$ cat src/rtl/gol_pkg.sv
// rtl/gol_pkg.sv - shared types and constants for the Game of Life sequencer
package gol_pkg;

  typedef enum logic [1:0] {
    ST_IDLE,
    ST_SWEEP,
    ST_DRAIN,
    ST_SWAP
  } gol_state_t;

  localparam int KEY_RUN  = 0;
  localparam int KEY_STEP = 1;
  localparam int KEY_CLR  = 2;
  localparam int KEY_SPD  = 3;

  localparam int GOL_COLS = 32;
  localparam int GOL_ROWS = 24;

  // Last frame_cnt value of a generation period: (8 >> speed) - 1.
  function automatic logic [2:0] frame_last(input logic [1:0] spd);
    logic [3:0] fpg;
    fpg = 4'd8 >> spd;
    return 3'(fpg - 4'd1);
  endfunction

endpackage

$ cat src/rtl/gol_sequencer_if.sv
// rtl/gol_sequencer_if.sv - sweep handshake between the sequencer and the cell engine
interface gol_sequencer_if #(
  parameter int XW = 5,
  parameter int YW = 5
);
  logic          sweep_valid;
  logic          sweep_ready;
  logic [XW-1:0] sweep_x;
  logic [YW-1:0] sweep_y;
  logic          sweep_clr;
  logic          eng_idle;

  modport master (
    output sweep_valid, sweep_x, sweep_y, sweep_clr,
    input  sweep_ready, eng_idle
  );

  modport slave (
    input  sweep_valid, sweep_x, sweep_y, sweep_clr,
    output sweep_ready, eng_idle
  );
endinterface

$ cat src/rtl/gol_sequencer_key_edge.sv
// rtl/gol_sequencer_key_edge.sv - key synchronizer and press (falling-edge) detector
module key_edge (
  input  logic       clk,
  input  logic       reset,
  input  logic [3:0] key,
  output logic [3:0] fall
);
  logic [3:0] sync1, sync2, prev;

  // Keys are active-low, so released (all ones) is the safe reset level.
  always_ff @(posedge clk) begin
    if (reset) begin
      sync1 <= '1;
      sync2 <= '1;
      prev  <= '1;
      fall  <= '0;
    end else begin
      sync1 <= key;
      sync2 <= sync1;
      prev  <= sync2;
      fall  <= prev & ~sync2;
    end
  end
endmodule

$ cat src/rtl/gol_sequencer.sv
// rtl/gol_sequencer.sv - key decode, generation scheduling and vblank buffer swap
module gol_sequencer
  import gol_pkg::*;
#(
  parameter int COLS = GOL_COLS,
  parameter int ROWS = GOL_ROWS,
  parameter int XW   = 5,
  parameter int YW   = 5
) (
  input  logic                   clk,
  input  logic                   reset,
  input  logic [3:0]             Key,
  input  logic                   vblank_start,
  gol_sequencer_if.master        sweep,
  output logic                   buf_sel,
  output logic                   running,
  output logic [1:0]             speed,
  output logic [15:0]            gen_count
);
  logic [3:0]    key_ev;
  gol_state_t    state, state_n;
  logic [2:0]    frame_cnt, frame_cnt_n;
  logic          clr_pend, clr_pend_n, step_pend, step_pend_n;
  logic          running_n, buf_sel_n;
  logic [1:0]    speed_n;
  logic [15:0]   gen_count_n;
  logic          valid_n, clr_n;
  logic [XW-1:0] x_n;
  logic [YW-1:0] y_n;
  logic          clr_ev, step_ev, xfer, last_x, last_y;
  logic          start, start_clr;

  key_edge u_key_edge (
    .clk   (clk),
    .reset (reset),
    .key   (Key),
    .fall  (key_ev)
  );

  // A same-cycle clear drops the step; steps are ignored while free-running.
  assign clr_ev  = key_ev[KEY_CLR];
  assign step_ev = key_ev[KEY_STEP] & ~running & ~clr_ev;
  assign xfer    = sweep.sweep_valid & sweep.sweep_ready;
  assign last_x  = (sweep.sweep_x == XW'(COLS - 1));
  assign last_y  = (sweep.sweep_y == YW'(ROWS - 1));

  always_comb begin
    state_n     = state;
    frame_cnt_n = frame_cnt;
    clr_pend_n  = clr_pend | clr_ev;
    step_pend_n = step_pend | step_ev;
    running_n   = running ^ key_ev[KEY_RUN];
    speed_n     = speed + {1'b0, key_ev[KEY_SPD]};
    gen_count_n = gen_count;
    buf_sel_n   = buf_sel;
    valid_n     = sweep.sweep_valid;
    clr_n       = sweep.sweep_clr;
    x_n         = sweep.sweep_x;
    y_n         = sweep.sweep_y;
    start       = 1'b0;
    start_clr   = 1'b0;

    case (state)
      ST_IDLE: begin
        // Events seen in IDLE start the sweep directly instead of via the pend flag.
        if (clr_pend || clr_ev) begin
          start      = 1'b1;
          start_clr  = 1'b1;
          clr_pend_n = 1'b0;
        end else if (step_pend || step_ev) begin
          start       = 1'b1;
          step_pend_n = 1'b0;
        end else if (running && vblank_start) begin
          if (frame_cnt >= frame_last(speed)) begin
            frame_cnt_n = '0;
            start       = 1'b1;
          end else begin
            frame_cnt_n = frame_cnt + 3'd1;
          end
        end
      end
      ST_SWEEP: begin
        if (xfer) begin
          if (last_x) begin
            x_n = '0;
            if (last_y) begin
              y_n     = '0;
              valid_n = 1'b0;
              state_n = ST_DRAIN;
            end else begin
              y_n = sweep.sweep_y + YW'(1);
            end
          end else begin
            x_n = sweep.sweep_x + XW'(1);
          end
        end
      end
      ST_DRAIN: begin
        if (sweep.eng_idle) state_n = ST_SWAP;
      end
      ST_SWAP: begin
        if (vblank_start) begin
          buf_sel_n   = ~buf_sel;
          gen_count_n = sweep.sweep_clr ? 16'd0 : gen_count + 16'd1;
          clr_n       = 1'b0;
          state_n     = ST_IDLE;
        end
      end
      default: state_n = ST_IDLE;
    endcase

    if (start) begin
      state_n = ST_SWEEP;
      valid_n = 1'b1;
      clr_n   = start_clr;
      x_n     = '0;
      y_n     = '0;
    end
  end

  always_ff @(posedge clk) begin
    if (reset) begin
      state             <= ST_IDLE;
      frame_cnt         <= '0;
      clr_pend          <= 1'b0;
      step_pend         <= 1'b0;
      running           <= 1'b0;
      speed             <= '0;
      gen_count         <= '0;
      buf_sel           <= 1'b0;
      sweep.sweep_valid <= 1'b0;
      sweep.sweep_clr   <= 1'b0;
      sweep.sweep_x     <= '0;
      sweep.sweep_y     <= '0;
    end else begin
      state             <= state_n;
      frame_cnt         <= frame_cnt_n;
      clr_pend          <= clr_pend_n;
      step_pend         <= step_pend_n;
      running           <= running_n;
      speed             <= speed_n;
      gen_count         <= gen_count_n;
      buf_sel           <= buf_sel_n;
      sweep.sweep_valid <= valid_n;
      sweep.sweep_clr   <= clr_n;
      sweep.sweep_x     <= x_n;
      sweep.sweep_y     <= y_n;
    end
  end
endmodule
$ cat src/flat_wrapper.sv
// flat-port wrapper written by rule: the top's interface ports become plain ports
module gol_sequencer_flat import gol_pkg::*;
#(
  parameter int COLS = GOL_COLS,
  parameter int ROWS = GOL_ROWS,
  parameter int XW   = 5,
  parameter int YW   = 5
)
  (clk, reset, Key, vblank_start, buf_sel, running, speed, gen_count, sweep_sweep_valid, sweep_sweep_x, sweep_sweep_y, sweep_sweep_clr, sweep_sweep_ready, sweep_eng_idle);
  gol_sequencer_if #(.XW(XW), .YW(YW)) sweep_i ();
  input  logic clk;
  input  logic reset;
  input  logic [3:0] Key;
  input  logic vblank_start;
  output logic buf_sel;
  output logic running;
  output logic [1:0] speed;
  output logic [15:0] gen_count;
  output wire logic [$bits(sweep_i.sweep_valid)-1:0] sweep_sweep_valid;
  output wire logic [$bits(sweep_i.sweep_x)-1:0] sweep_sweep_x;
  output wire logic [$bits(sweep_i.sweep_y)-1:0] sweep_sweep_y;
  output wire logic [$bits(sweep_i.sweep_clr)-1:0] sweep_sweep_clr;
  input wire logic [$bits(sweep_i.sweep_ready)-1:0] sweep_sweep_ready;
  input wire logic [$bits(sweep_i.eng_idle)-1:0] sweep_eng_idle;
  assign sweep_sweep_valid = sweep_i.sweep_valid;
  assign sweep_sweep_x = sweep_i.sweep_x;
  assign sweep_sweep_y = sweep_i.sweep_y;
  assign sweep_sweep_clr = sweep_i.sweep_clr;
  assign sweep_i.sweep_ready = sweep_sweep_ready;
  assign sweep_i.eng_idle = sweep_eng_idle;
  gol_sequencer #(.COLS(COLS), .ROWS(ROWS), .XW(XW), .YW(YW)) u_core (.clk(clk), .reset(reset), .Key(Key), .vblank_start(vblank_start), .sweep(sweep_i), .buf_sel(buf_sel), .running(running), .speed(speed), .gen_count(gen_count));
endmodule
$ cat config.mk
export PLATFORM = sky130hd
export DESIGN_NAME = gol_sequencer_flat
export DESIGN_NICKNAME = d
export VERILOG_FILES = /design/src/rtl/gol_pkg.sv /design/src/rtl/gol_sequencer_if.sv /design/src/rtl/gol_sequencer_key_edge.sv /design/src/rtl/gol_sequencer.sv /design/src/flat_wrapper.sv
export SDC_FILE = /design/constraint.sdc
export NUM_CORES = 1
export LEC_CHECK = 0
export CAP_MARGIN = 30
export CORE_MARGIN = 5
export CORE_UTILIZATION = 47
export CTS_CLUSTER_DIAMETER = 100
export CTS_CLUSTER_SIZE = 40
export DETAILED_ROUTE_END_ITERATION = 7
export PLACE_DENSITY = 0.79
export RECOVER_POWER = 100
export REMOVE_ABC_BUFFERS = 1
export SLEW_MARGIN = 15
export SYNTH_ARGS = -nofsm -noshare
export SYNTH_HDL_FRONTEND = slang
export SYNTH_SLANG_ARGS = --single-unit
$ cat constraint.sdc
create_clock -name clk -period 2.1 [get_ports clk]
set_clock_uncertainty 0.15 [all_clocks]
set_input_delay 0.525 -clock clk [delete_from_list [all_inputs] [get_ports clk]]
set_output_delay 0.525 -clock clk [all_outputs]
set_load 0.01 [all_outputs]
Word level (Yosys, flattened, before mapping)
Cells that the tools add are included.

Input bits: 9. Logic and storage cells: 105. Output and inout port bits: 32. Register bits after elaboration: 55.

$lt $le $gt $ge: 1. Shift operators: 1. Multiplexer cells: 31. Bitwise gates (word level): 13. Reductions and logical operators: 21. Add/subtract/negate cells: 6. Equality and inequality tests: 15.

Operators by type and width (number): $mux W1 (21); $add A16 B1 Y16 const B (1); $mux W16 (1); $reduce_and A6 Y1 (2); $reduce_bool A2 Y1 (6); $add A5 B1 Y5 const B (2); $eq A5 B5 Y1 const B (2); $mux W2 (5); $mux W5 (2); $ne A3 B1 Y1 const B (3); $reduce_and A4 Y1 (2); $ne A2 B1 Y1 const B (3); $ne A3 B2 Y1 const B (2); $pmux W2 S3 (1); $reduce_and A2 Y1 (3); $not A1 Y1 (5); $and A4 B4 Y4 (1); $eq A2 B2 Y1 const B (2); $ne A2 B2 Y1 const B (2); $not A4 Y4 (1); $reduce_bool A4 Y1 (1); $shr A4 B2 Y3 const A (1); $add A3 B1 Y3 const B (1); $and A1 B1 Y1 (3); 13 further kinds (15).

Logic depth before layout (Yosys ltp)
Word-level depth: 10. Depth in mapped cells: 8. Mapped depth without buffers: 8.

By module
From an unflattened synthesis, not the netlist that was laid out.

Cells, all modules: 248. Area, all modules: 2304.7 µm².

By module, submodules not included: gol_sequencer (sequential area each 780.7 µm², instances 1, area an instance 1863.0 µm², cells each 215); key_edge (sequential area each 320.3 µm², instances 1, area an instance 441.7 µm², cells each 33).

Worst setup path before layout
Ideal clock, no wire load.

Path type: reg2reg. Start point: register u_core.speed[1]. End point: register u_core.sweep.sweep_x[3]. Library setup time: 66 ps. Period minus slack after synthesis: 2211 ps. Path slack: -111 ps. Path buffers: 1. Stages on the path, launching flop included: 9. Required time: 1884 ps. Data arrival time: 1995 ps. Path through: dfxtp_1 or2_2 ha_1 a21oi_1 o21ai_0 a41o_2 or2_4 buf_6 a21oi_2.

Word-level cells in the longest chain between the ends: 9.

RTL lines: from (decl) (line gol_sequencer.sv:17) `output logic [1:0] speed,`; from (signal assigned) (line gol_sequencer.sv:141) `speed <= speed_n;`; $shr A4 B2 Y3 (line gol_pkg.sv:22) `fpg = 4'd8 >> spd;`; $sub A3 B1 Y3 (line gol_pkg.sv:23) `return 3'(fpg - 4'd1);`; $ge A3 B3 Y1 (line gol_sequencer.sv:74) `if (frame_cnt >= frame_last(speed)) begin`; $mux W1 (line gol_sequencer.sv:74); $mux W1 (line gol_sequencer.sv:73) `end else if (running && vblank_start) begin`; $mux W1 (line gol_sequencer.sv:70) `end else if (step_pend || step_ev) begin`; $mux W1 (line gol_sequencer.sv:66) `if (clr_pend || clr_ev) begin`; $mux W1 (line gol_sequencer.sv:63) `case (state)`; $reduce_or A2 Y1 (no source line); to (signal assigned) (line gol_sequencer.sv:146) `sweep.sweep_x <= x_n;`; to (decl) (line gol_sequencer_if.sv:14) `output sweep_valid, sweep_x, sweep_y, sweep_clr,`.

No other way between the ends. A chain may end at the register's enable or synchronous reset.

Final worst setup path
Start point: register u_core.gen_count[3]. End point: output gen_count[3].

RTL lines: from (decl) (line gol_sequencer.sv:18) `output logic [15:0] gen_count`; from (signal assigned) (line gol_sequencer.sv:142) `gen_count <= gen_count_n;`; to (decl) (line flat_wrapper.sv:18) `output logic [15:0] gen_count;`.

No word-level cell between the ends.

==> impl_metrics.toml <==
[route]
viasPerCell = 4.94
wl_per_cell_um = 11.7
dr_total_vias = 1936
drc = 0
dr.first_iter.drc_count = 79
first_pass_iters = 4
antenna_left = 0
wl_um = 4580

[synth]
seq_area_frac_synth = 0.464
yosysWarnings = 0
yosysUniqueCellTypes = 40
synth_enable_flop_cells = 0
synth_area_per_cell_sq_um = 8.98
async_flop_share = 0
synth_area_sq_um = 2370
ys_ff_latch = 55
synthCells = 264
ys.flop_type = "dfxtp_1"

[global_route]
grt_overflow = 0
grt_max_degree = 19
track_usage = 0.156
grt_pass1_vias = 1857
grt_pass1_wl_um = 8260
antenna_found_initial = 0

[final_layout]
areaGrowthSynthToFinish_pct = 29.5
antennaDiodeCount = 0
nets = 349
final_cell_mix = "52 x dfxtp_1, 34 x nor2_1, 23 x clkdlybuf4s50_1"
fin_area_sq_um = 3070
final_common_cell = "dfxtp_1"
drive_gt1_frac = 0.166
fin_util = 0.637

[placement]
portBuffers = 40
dpl_cell_area_sq_um = 2970
hpwl_um = 3470
gp_congestion = 0.807
pre_cts_ws_ps = -189

[cts]
cts_buffers = 5
clock_latency_ps = 300
cts-root-buf = "clkbuf_8"
cts_tree = "yes"
cts_setup_buffers = 0
cts_buffer_depth = 2
cts_hold_buf = 0
htree_levels = 2
cts.sink_count = 55
clkTransAtPathRegs_ps = 100

[timing]
fin_setup_tns_ps = 0
slew_violations = 0
rsz0062_at_grt = "no"
setup_ws_ps = 72.4
whs_ps = 263
clock.fmax_ghz = 0.493
setup_viol = 0
period_share = 0.966
hold_viol = 0
min_period_ps = 2030
slew_headroom = 0.669
tightest_slew_ps = 497

[worst_setup_path]
r2r_slack_ps = 90
worst_setup_path_end_kind = "output pin"
worstSetupStartpointType = "flip-flop"
critPathSlowestCell = "clkdlybuf4s50_1"
r2r_cells = 7
reg2reg_to = "u_core.sweep.sweep_y[3]$_SDFFE_PP0P_"
worstPathArrival_ps = 1350
crit_type = "reg2out"
cp_top_family = "buffers and inverters"
crit_buf_inv = 1
worstPathRequired_ps = 1420
crit_fanout = 6
worstPathCellList = "clkdlybuf4s50_1"
r2r-start = "u_core.speed[1]$_SDFF_PP0_"
cp_slowest_stage_delay_ps = 590

[power_and_ir_drop]
powerDensity_nw_per_um2 = 656
p_int_mw = 1.47
leakagePower_nw = 1.24
clock_power_share = 0.292
pwr-share-comb = 0.157
ir_worst_vdd_mv = 0.377
p_seq_frac = 0.552
swShare = 0.270
power.switching_uw = 543

[die]
dieArea_sq_um = 6570
dieWidth_um = 81.0
coreArea_sq_um = 4820
start_util = 0.492
num_rows = 25
ios = 41
die_y_um = 81.0

[worst_hold_path]
worstHoldEndpoint = "u_core.u_key_edge.fall[3]$_SDFF_PP0_"
min_from = "u_core.u_key_edge.prev[3]$_SDFF_PP1_"
holdPathStages = 2
hold_path_class = "reg2reg"

[job]
cap_violations = 0

[status]
outcome = "finished clean"
layer usage:
layer | track usage | wire [um] | vias to the layer above
met5 | 0 | 0 | -
met4 | 0.0270 | 21 | 0
met3 | 0.0399 | 168 | 2
met2 | 0.270 | 2240 | 33
met1 | 0.199 | 2160 | 890
li1 | - | - | 1011
final cells by class:
| class | count | area, sq um |
|---|---|---|
| tap | 67 | 83.8 |
| sequential | 55 | 1100 |
| multi-input combinational | 187 | 1200 |
| inverter | 15 | 56.3 |
| clock buffer | 5 | 68.8 |
| clock inverter | 3 | 23.8 |
| timing repair buffer | 60 | 533 |
| fill | 443 | 1750 |
logic make-up after synthesis:
kind of cell | Yosys count | synth area share
adders and majority gates | 16 | 0.0844
buffers and inverters | 23 | 0.0406
and+or+nand+nor | 113 | 0.241
xor gates and xnor gates | 16 | 0.0591
DFF | 55 | 0.464
muxes | 3 | 0.0132
AOI/OAI and AO/OA | 38 | 0.0971
cells in the mapped netlist, drive strengths merged, types with 2 or more instances:
cell / n / area (sq um)
or3: 5 / 31.3
buf: 3 / 21.3
nand2: 19 / 71.3
nor2b: 5 / 31.3
nor2: 34 / 128
nor3: 6 / 30.0
nand3: 8 / 40.0
ha: 16 / 200
clkbuf: 5 / 18.8
mux2i: 2 / 20.0
o21ai: 11 / 55.1
a21oi: 19 / 110
dfxtp: 55 / 1100
or4: 2 / 15.0
xor2: 9 / 78.8
nand4: 7 / 43.8
or2: 17 / 109
and2: 2 / 13.8
and3: 2 / 12.5
inv: 15 / 56.3
xnor2: 7 / 61.3
stage by stage:
step / power (mW) / cells
after floorplan: 1.35 / 256
after global placement: 1.44 / 383
after detailed placement: 1.45 / 383
after CTS: 2.05 / 392
after global routing: 2.12 / 392
final: 2.01 / 392
flip-flops by register name, indices dropped and copies added, names as in the netlist:
name	flops
u_core.state	2
u_core.sweep.sweep_clr	1
u_core.running	1
u_core.u_key_edge.sync1	4
u_core.step_pend	1
u_core.u_key_edge.fall	4
u_core.u_key_edge.prev	4
u_core.buf_sel	1
u_core.sweep.sweep_valid	1
u_core.gen_count	16
u_core.u_key_edge.sync2	4
u_core.sweep.sweep_x	5
u_core.clr_pend	1
u_core.sweep.sweep_y	5
u_core.speed	2
u_core.frame_cnt	3
power groups by stage:
stage	sequential (mW)	clock, mW	combinational (mW)
4_1_cts	1.11	0.605	0.329
5_1_grt	1.12	0.650	0.356
3_5_place_dp	1.14	0	0.319
3_3_place_gp	1.13	0	0.308
6_report	1.11	0.588	0.315
2_1_floorplan	1.13	0	0.213
how the worst max path moves through the flow:
stage	depth (start not counted)	from	slack, ps	end
floorplan	7	u_core.speed[1]$_SDFF_PP0_	-120	u_core.sweep.sweep_y[3]$_SDFFE_PP0P_
global placement	5	vblank_start	-140	u_core.gen_count[9]$_SDFFE_PP0P_
detailed placement	6	vblank_start	-190	u_core.gen_count[9]$_SDFFE_PP0P_
CTS	1	u_core.gen_count[3]$_SDFFE_PP0P_	50	gen_count[3]
global route	1	u_core.gen_count[3]$_SDFFE_PP0P_	5	gen_count[3]
finish	1	u_core.gen_count[3]$_SDFFE_PP0P_	70	gen_count[3]
repair_timing:
item                       4_1_cts  5_1_grt
gates cloned                     1        0
gates resized for setup          6        7
setup endpoints to repair       13        8
hold endpoints to repair         0        0
pin swaps                        2        4
Power figures use the tool's default switching activity.
